File: config.mk
export PLATFORM = sky130hd
export DESIGN_NAME = result_converter
export DESIGN_NICKNAME = d
export VERILOG_FILES = /design/src/rtl/result_converter.sv
export SDC_FILE = /design/constraint.sdc
export NUM_CORES = 1
export LEC_CHECK = 0
export CORE_MARGIN = 2
export CORE_UTILIZATION = 59
export CTS_CLUSTER_SIZE = 12
export DETAILED_ROUTE_END_ITERATION = 8
export GPL_TIMING_DRIVEN = 1
export PLACE_DENSITY = 0.81
export SETUP_SLACK_MARGIN = 0.15
export SLEW_MARGIN = 20
export SYNTH_ARGS = -nofsm -noshare
export SYNTH_HDL_FRONTEND = slang
export SYNTH_SLANG_ARGS = --single-unit
File: constraint.sdc
create_clock -name clk -period 14.73 [get_ports clk]
set_input_delay 2.946 -clock clk [delete_from_list [all_inputs] [get_ports clk]]
set_output_delay 2.946 -clock clk [all_outputs]
set_load 0.02 [all_outputs]
File: src/rtl/result_converter.sv
// result_converter: final stage of the sine/cosine pipeline.
// Undoes the quarter-turn angle reduction on the CORDIC cos/sin pair.
// Converts each channel to an IEEE754 single using a shared serial
// normaliser, cos first and then sin. The exponent is 128-n, where n is
// the number of left shifts needed to set the magnitude MSB.
module result_converter #(
  parameter int WIDTH = 32
) (
  input  logic             clk,
  input  logic             rst,
  input  logic             valid_in,
  input  logic [WIDTH-1:0] cos_in,
  input  logic [WIDTH-1:0] sin_in,
  input  logic [2:0]       flips_in,
  output logic             ready,
  output logic             valid_out,
  output logic [31:0]      cos_out,
  output logic [31:0]      sin_out
);

  typedef enum logic [2:0] {
    S_IDLE,
    S_ROTATE,
    S_LOAD,
    S_NORM,
    S_PACK,
    S_DONE
  } state_t;

  state_t state_q, state_d;

  // Latched inputs
  logic [WIDTH-1:0] cos_raw_q, cos_raw_d;
  logic [WIDTH-1:0] sin_raw_q, sin_raw_d;
  logic [2:0]       flips_q, flips_d;

  // Rotated values carry one extra bit so that negating -2^(WIDTH-1)
  // yields +2^(WIDTH-1) instead of wrapping back to a negative number.
  logic signed [WIDTH:0] cos_x_q, cos_x_d;
  logic signed [WIDTH:0] sin_x_q, sin_x_d;

  // Normaliser working registers; chan_q selects cos (0) or sin (1).
  logic             chan_q, chan_d;
  logic             sign_q, sign_d;
  logic [WIDTH-1:0] mag_q, mag_d;
  logic [5:0]       n_q, n_d;

  // Packed per-channel results and the output registers
  logic [31:0] cos_res_q, cos_res_d;
  logic [31:0] sin_res_q, sin_res_d;
  logic [31:0] cos_out_q, cos_out_d;
  logic [31:0] sin_out_q, sin_out_d;
  logic        valid_q, valid_d;

  // Datapath helpers
  logic [1:0]            quad;
  logic signed [WIDTH:0] c_ext, s_ext, ld_x;
  logic [WIDTH-1:0]      ld_mag;
  logic [7:0]            pk_exp;
  logic [31:0]           pk_word;

  // quad is (-flips) mod 4. The rotate/load/pack helpers are derived below.
  assign quad    = 2'(3'd0 - flips_q);
  assign c_ext   = {cos_raw_q[WIDTH-1], cos_raw_q};
  assign s_ext   = {sin_raw_q[WIDTH-1], sin_raw_q};
  assign ld_x    = chan_q ? sin_x_q : cos_x_q;
  assign ld_mag  = WIDTH'(ld_x[WIDTH] ? -ld_x : ld_x);
  assign pk_exp  = 8'd128 - 8'(n_q);
  assign pk_word = (mag_q == '0) ? 32'h0000_0000
                                 : {sign_q, pk_exp, mag_q[WIDTH-2 -: 23]};

  assign ready     = (state_q == S_IDLE);
  assign valid_out = valid_q;
  assign cos_out   = cos_out_q;
  assign sin_out   = sin_out_q;

  // Next-state and datapath control; every register holds unless its state updates it.
  always_comb begin
    state_d   = state_q;
    cos_raw_d = cos_raw_q;
    sin_raw_d = sin_raw_q;
    flips_d   = flips_q;
    cos_x_d   = cos_x_q;
    sin_x_d   = sin_x_q;
    chan_d    = chan_q;
    sign_d    = sign_q;
    mag_d     = mag_q;
    n_d       = n_q;
    cos_res_d = cos_res_q;
    sin_res_d = sin_res_q;
    cos_out_d = cos_out_q;
    sin_out_d = sin_out_q;
    valid_d   = 1'b0;
    case (state_q)
      S_IDLE: begin
        if (valid_in) begin
          cos_raw_d = cos_in;
          sin_raw_d = sin_in;
          flips_d   = flips_in;
          chan_d    = 1'b0;
          state_d   = S_ROTATE;
        end
      end
      S_ROTATE: begin
        case (quad)
          2'd0:    begin cos_x_d = c_ext;  sin_x_d = s_ext;  end
          2'd1:    begin cos_x_d = -s_ext; sin_x_d = c_ext;  end
          2'd2:    begin cos_x_d = -c_ext; sin_x_d = -s_ext; end
          default: begin cos_x_d = s_ext;  sin_x_d = -c_ext; end
        endcase
        state_d = S_LOAD;
      end
      S_LOAD: begin
        sign_d = ld_x[WIDTH];
        mag_d  = ld_mag;
        n_d    = '0;
        // An already-normalised or zero magnitude needs no shifting.
        if (ld_mag == '0 || ld_mag[WIDTH-1]) begin
          state_d = S_PACK;
        end else begin
          state_d = S_NORM;
        end
      end
      S_NORM: begin
        mag_d = mag_q << 1;
        n_d   = n_q + 6'd1;
        if (mag_q[WIDTH-2]) begin
          state_d = S_PACK;
        end
      end
      S_PACK: begin
        if (!chan_q) begin
          cos_res_d = pk_word;
          chan_d    = 1'b1;
          state_d   = S_LOAD;
        end else begin
          sin_res_d = pk_word;
          state_d   = S_DONE;
        end
      end
      S_DONE: begin
        cos_out_d = cos_res_q;
        sin_out_d = sin_res_q;
        valid_d   = 1'b1;
        state_d   = S_IDLE;
      end
      default: state_d = S_IDLE;
    endcase
  end

  // State and datapath registers; asynchronous reset aborts any conversion.
  always_ff @(posedge clk or posedge rst) begin
    if (rst) begin
      state_q   <= S_IDLE;
      cos_raw_q <= '0;
      sin_raw_q <= '0;
      flips_q   <= '0;
      cos_x_q   <= '0;
      sin_x_q   <= '0;
      chan_q    <= 1'b0;
      sign_q    <= 1'b0;
      mag_q     <= '0;
      n_q       <= '0;
      cos_res_q <= '0;
      sin_res_q <= '0;
      cos_out_q <= '0;
      sin_out_q <= '0;
      valid_q   <= 1'b0;
    end else begin
      state_q   <= state_d;
      cos_raw_q <= cos_raw_d;
      sin_raw_q <= sin_raw_d;
      flips_q   <= flips_d;
      cos_x_q   <= cos_x_d;
      sin_x_q   <= sin_x_d;
      chan_q    <= chan_d;
      sign_q    <= sign_d;
      mag_q     <= mag_d;
      n_q       <= n_d;
      cos_res_q <= cos_res_d;
      sin_res_q <= sin_res_d;
      cos_out_q <= cos_out_d;
      sin_out_q <= sin_out_d;
      valid_q   <= valid_d;
    end
  end

endmodule
==> results.toml <==
[detailed_routing]
drt_pass1_iterations = 6
wl_per_cell_um = 16.00
wirelength_um = 34440
vias = 12410
drt_iter0_drc = 944
drc = 0
drtAntennaViolNets = 0
vias_per_cell = 5.765

[worst_setup_path]
cp_max_fo = 65
slowest_stage = "dfrtp_2"
path_class = "reg -> out"
cp.arrival_ns = 2.50
crit_buf_inv = 1
cp_num_cells = 2
cp_top_family = "flip-flops"
cp-start-kind = "flip-flop"
setup.worst_path.end_class = "output port"
cp.required_ns = 11.78
reg2reg_depth = 10
path_cells = "nor3_1, clkdlybuf4s50_1"
cpPeakStageDelay_ns = 0.77

[timing]
slew_headroom = 0.2944
period_share = 0.3699
slew_violations = 0
fmax_ghz = 0.1835
period_needed_ns = 5.449
fin_tns_setup_ns = 0
hold_viol = 0
rsz0062_at_grt = "false"
setup_viol = 0
worst_slew_pin_slew_ns = 1.058
skew_ns = 0.01285

[cts]
cts_tree = "yes"
cts_inserted_buffers = 31
cts_sinks = 304
cts.repair.resized = 0
clk_latency_ns = 0.56
cts_hold_buf = 0
max-clock-path-buffers = 3
post_cts_buffers = 0
htreeDepth = 1
root_buffer = "clkbuf_16"
clkTransAtPathRegs_ns = 0.06

[yosys]
syn_area_um2 = 15970
postSynthCellCount = 1727
yosysTopAreaCell = "dfrtp_1"
ys_top_cells_by_area = "dfrtp_1 48%, nand2_1 9.1%, mux2_2 8.2%, o21ai_0 5.6%, xnor2_1 4.1%"
synth_edf_count = 0
syn_nets = 1802
ys.flop_type = "dfrtp_1"
synth_warnings = 0
ys_async_sr_fraction = 1.000
syn_area_per_cell_um2 = 9.245
yosys_register_bits = 304
netlist.area_leader.share = 0.4765
seq_area_frac_synth = 0.4765
yosysUniqueCellTypes = 63

[worst_hold_path]
hp-class = "reg -> reg"
holdPathStages = 2

[run]
maxCapViolCount = 0

[power_and_ir_drop]
p_leak_uw = 0.008492
ir_drop_mv = 0.07825
p_per_area_nw_per_um2 = 86.94

[layout]
post_route_cells_drive_above_1_share = 0.1087
area_growth_pct = 14.83
utilization = 0.6860
n_fill_cell = 2076
diodes = 0
final_cell_mix = "386 x nand2_1, 300 x dfrtp_1, 180 x o21ai_0"
layout_commonest_cell = "nand2_1"
fin_nets = 1872

[global_route]
antenna_found_initial = 0
grt_pass1_wl_um = 58170
grt_use_total = 0.2452
grt_overflow = 0
grt_max_degree = 134
grt_pass1_vias = 11640

[placement]
place_congestion = 0.8719
hpwl_um = 23660
portBuffers = 134

[run_status]
status = "completed"

[die]
design.die.area_um2 = 28390
start_util = 0.5974
num_rows = 60
dieHeight_um = 168.5
core_um2 = 26730
io_pins = 136
die_w_um = 168.5
[flip-flops by register name, indices dropped and copies added (netlist names), 2 cells and up]
name       cells
cos_x_q       33
sin_x_q       33
cos_out       32
cos_raw_q     32
cos_res_q     32
mag_q         32
sin_out       32
sin_raw_q     32
sin_res_q     32
n_q            6
state_q        3
flips_q        2
[cell usage after synthesis, types with 3 or more instances]
master and instances:
nand2_1 386, dfrtp_1 304, o21ai_0 180, mux2_2 116
nor2_1 112, clkbuf_1 88, a21oi_1 75, xnor2_1 75
mux2i_1 48, xor2_1 44, nor3_1 40, nor4_1 23
nand3_1 22, inv_1 16, nand2b_1 14, o31ai_1 14
buf_1 12, nor3b_1 11, o21ai_1 9, or3_1 9
or4_1 9, a211oi_1 8, a31oi_1 8, nor2b_1 8
a21o_1 7, nand3b_1 7, o211ai_1 6, o22ai_1 6
o41ai_1 6, buf_2 5, ha_1 5, a21boi_0 4
nand4_1 4, or2_2 4, buf_6 3
[report_power, final]
part	internal [µW]	switching (µW)	leakage, µW	total, µW
registers	835	0	0.00397	835
logic	16.4	18.3	0.00407	34.7
clock network	419	305	0.000451	724
[kinds of logic (layout without fill, tap and decap cells)]
logic type      count (synthesis)  in the layout  share of synthesized area
simple gates                  664            664                     0.1843
compound gates                342            342                     0.1233
flops                         304            304                     0.4765
mux                           166            166                     0.1137
buf+inv                       127            212                    0.03307
xor+xnor                      119            119                    0.06528
fa+ha+maj                       5              5                   0.003918
[metrics by stage]
step / area (µm²) / hold slack (ns) / std cells / setup slack [ns] / total power, µW
final: 18340 / 0.4558 / 2153 / 9.281 / 1594
after global routing: 18340 / 0.4805 / 2153 / 9.158 / 1645
after CTS: 18300 / 0.4611 / 2152 / 8.972 / 1607
after detailed placement: 17380 / 0.4475 / 2104 / 8.376 / 886.0
after global placement: 17380 / 0.4430 / 2104 / 8.433 / 885.4
after floorplan: 15970 / 0.4331 / 1727 / 3.381 / 863.1
[layer usage]
metal,up-vias,part of all wire,GRT usage
met5,-,0,0
met4,0,0.025,0.07346
met3,56,0.036,0.02642
met2,314,0.47,0.3974
met1,5979,0.47,0.3530
li1,6063,-,-
[worst register-to-register path, stage by stage, from the launching register on]
cell and delay (ns):
dfrtp_2 0.52, buf_4 0.76, mux2i_1 0.84, o221ai_2 0.35, o31ai_1 0.35, xnor2_1 0.20, nand3_1 0.10, or4b_1 0.51
or4_1 0.56, o41ai_2 0.51, o211ai_1 0.15
[final cells by class]
class                           instances  area [µm²]  area share
Clock inverter                          5       57.56    0.003139
Inverter                               17       71.32    0.003890
Timing Repair Buffer                  147        1459     0.07957
Tap cell                              341       426.7     0.02327
Multi-Input combinational cell       1296        7848      0.4280
Sequential cell                       304        7612      0.4152
Clock buffer                           43       860.8     0.04695
[path summary, 6_finish.rpt]
path | startpoint | endpoint | slack (ns)
max reg2reg | chan_q | state_q[1] | 9.73
min in group asynchronous | rst | sin_x_q[0] | 2.99
min reg2reg | sin_res_q[22] | sin_out[22] | 0.46
max in group asynchronous | rst | chan_q | 9.77
max | state_q[0] | ready | 9.28
min | sin_res_q[22] | sin_out[22] | 0.46
(Power assumes the default switching activity.)
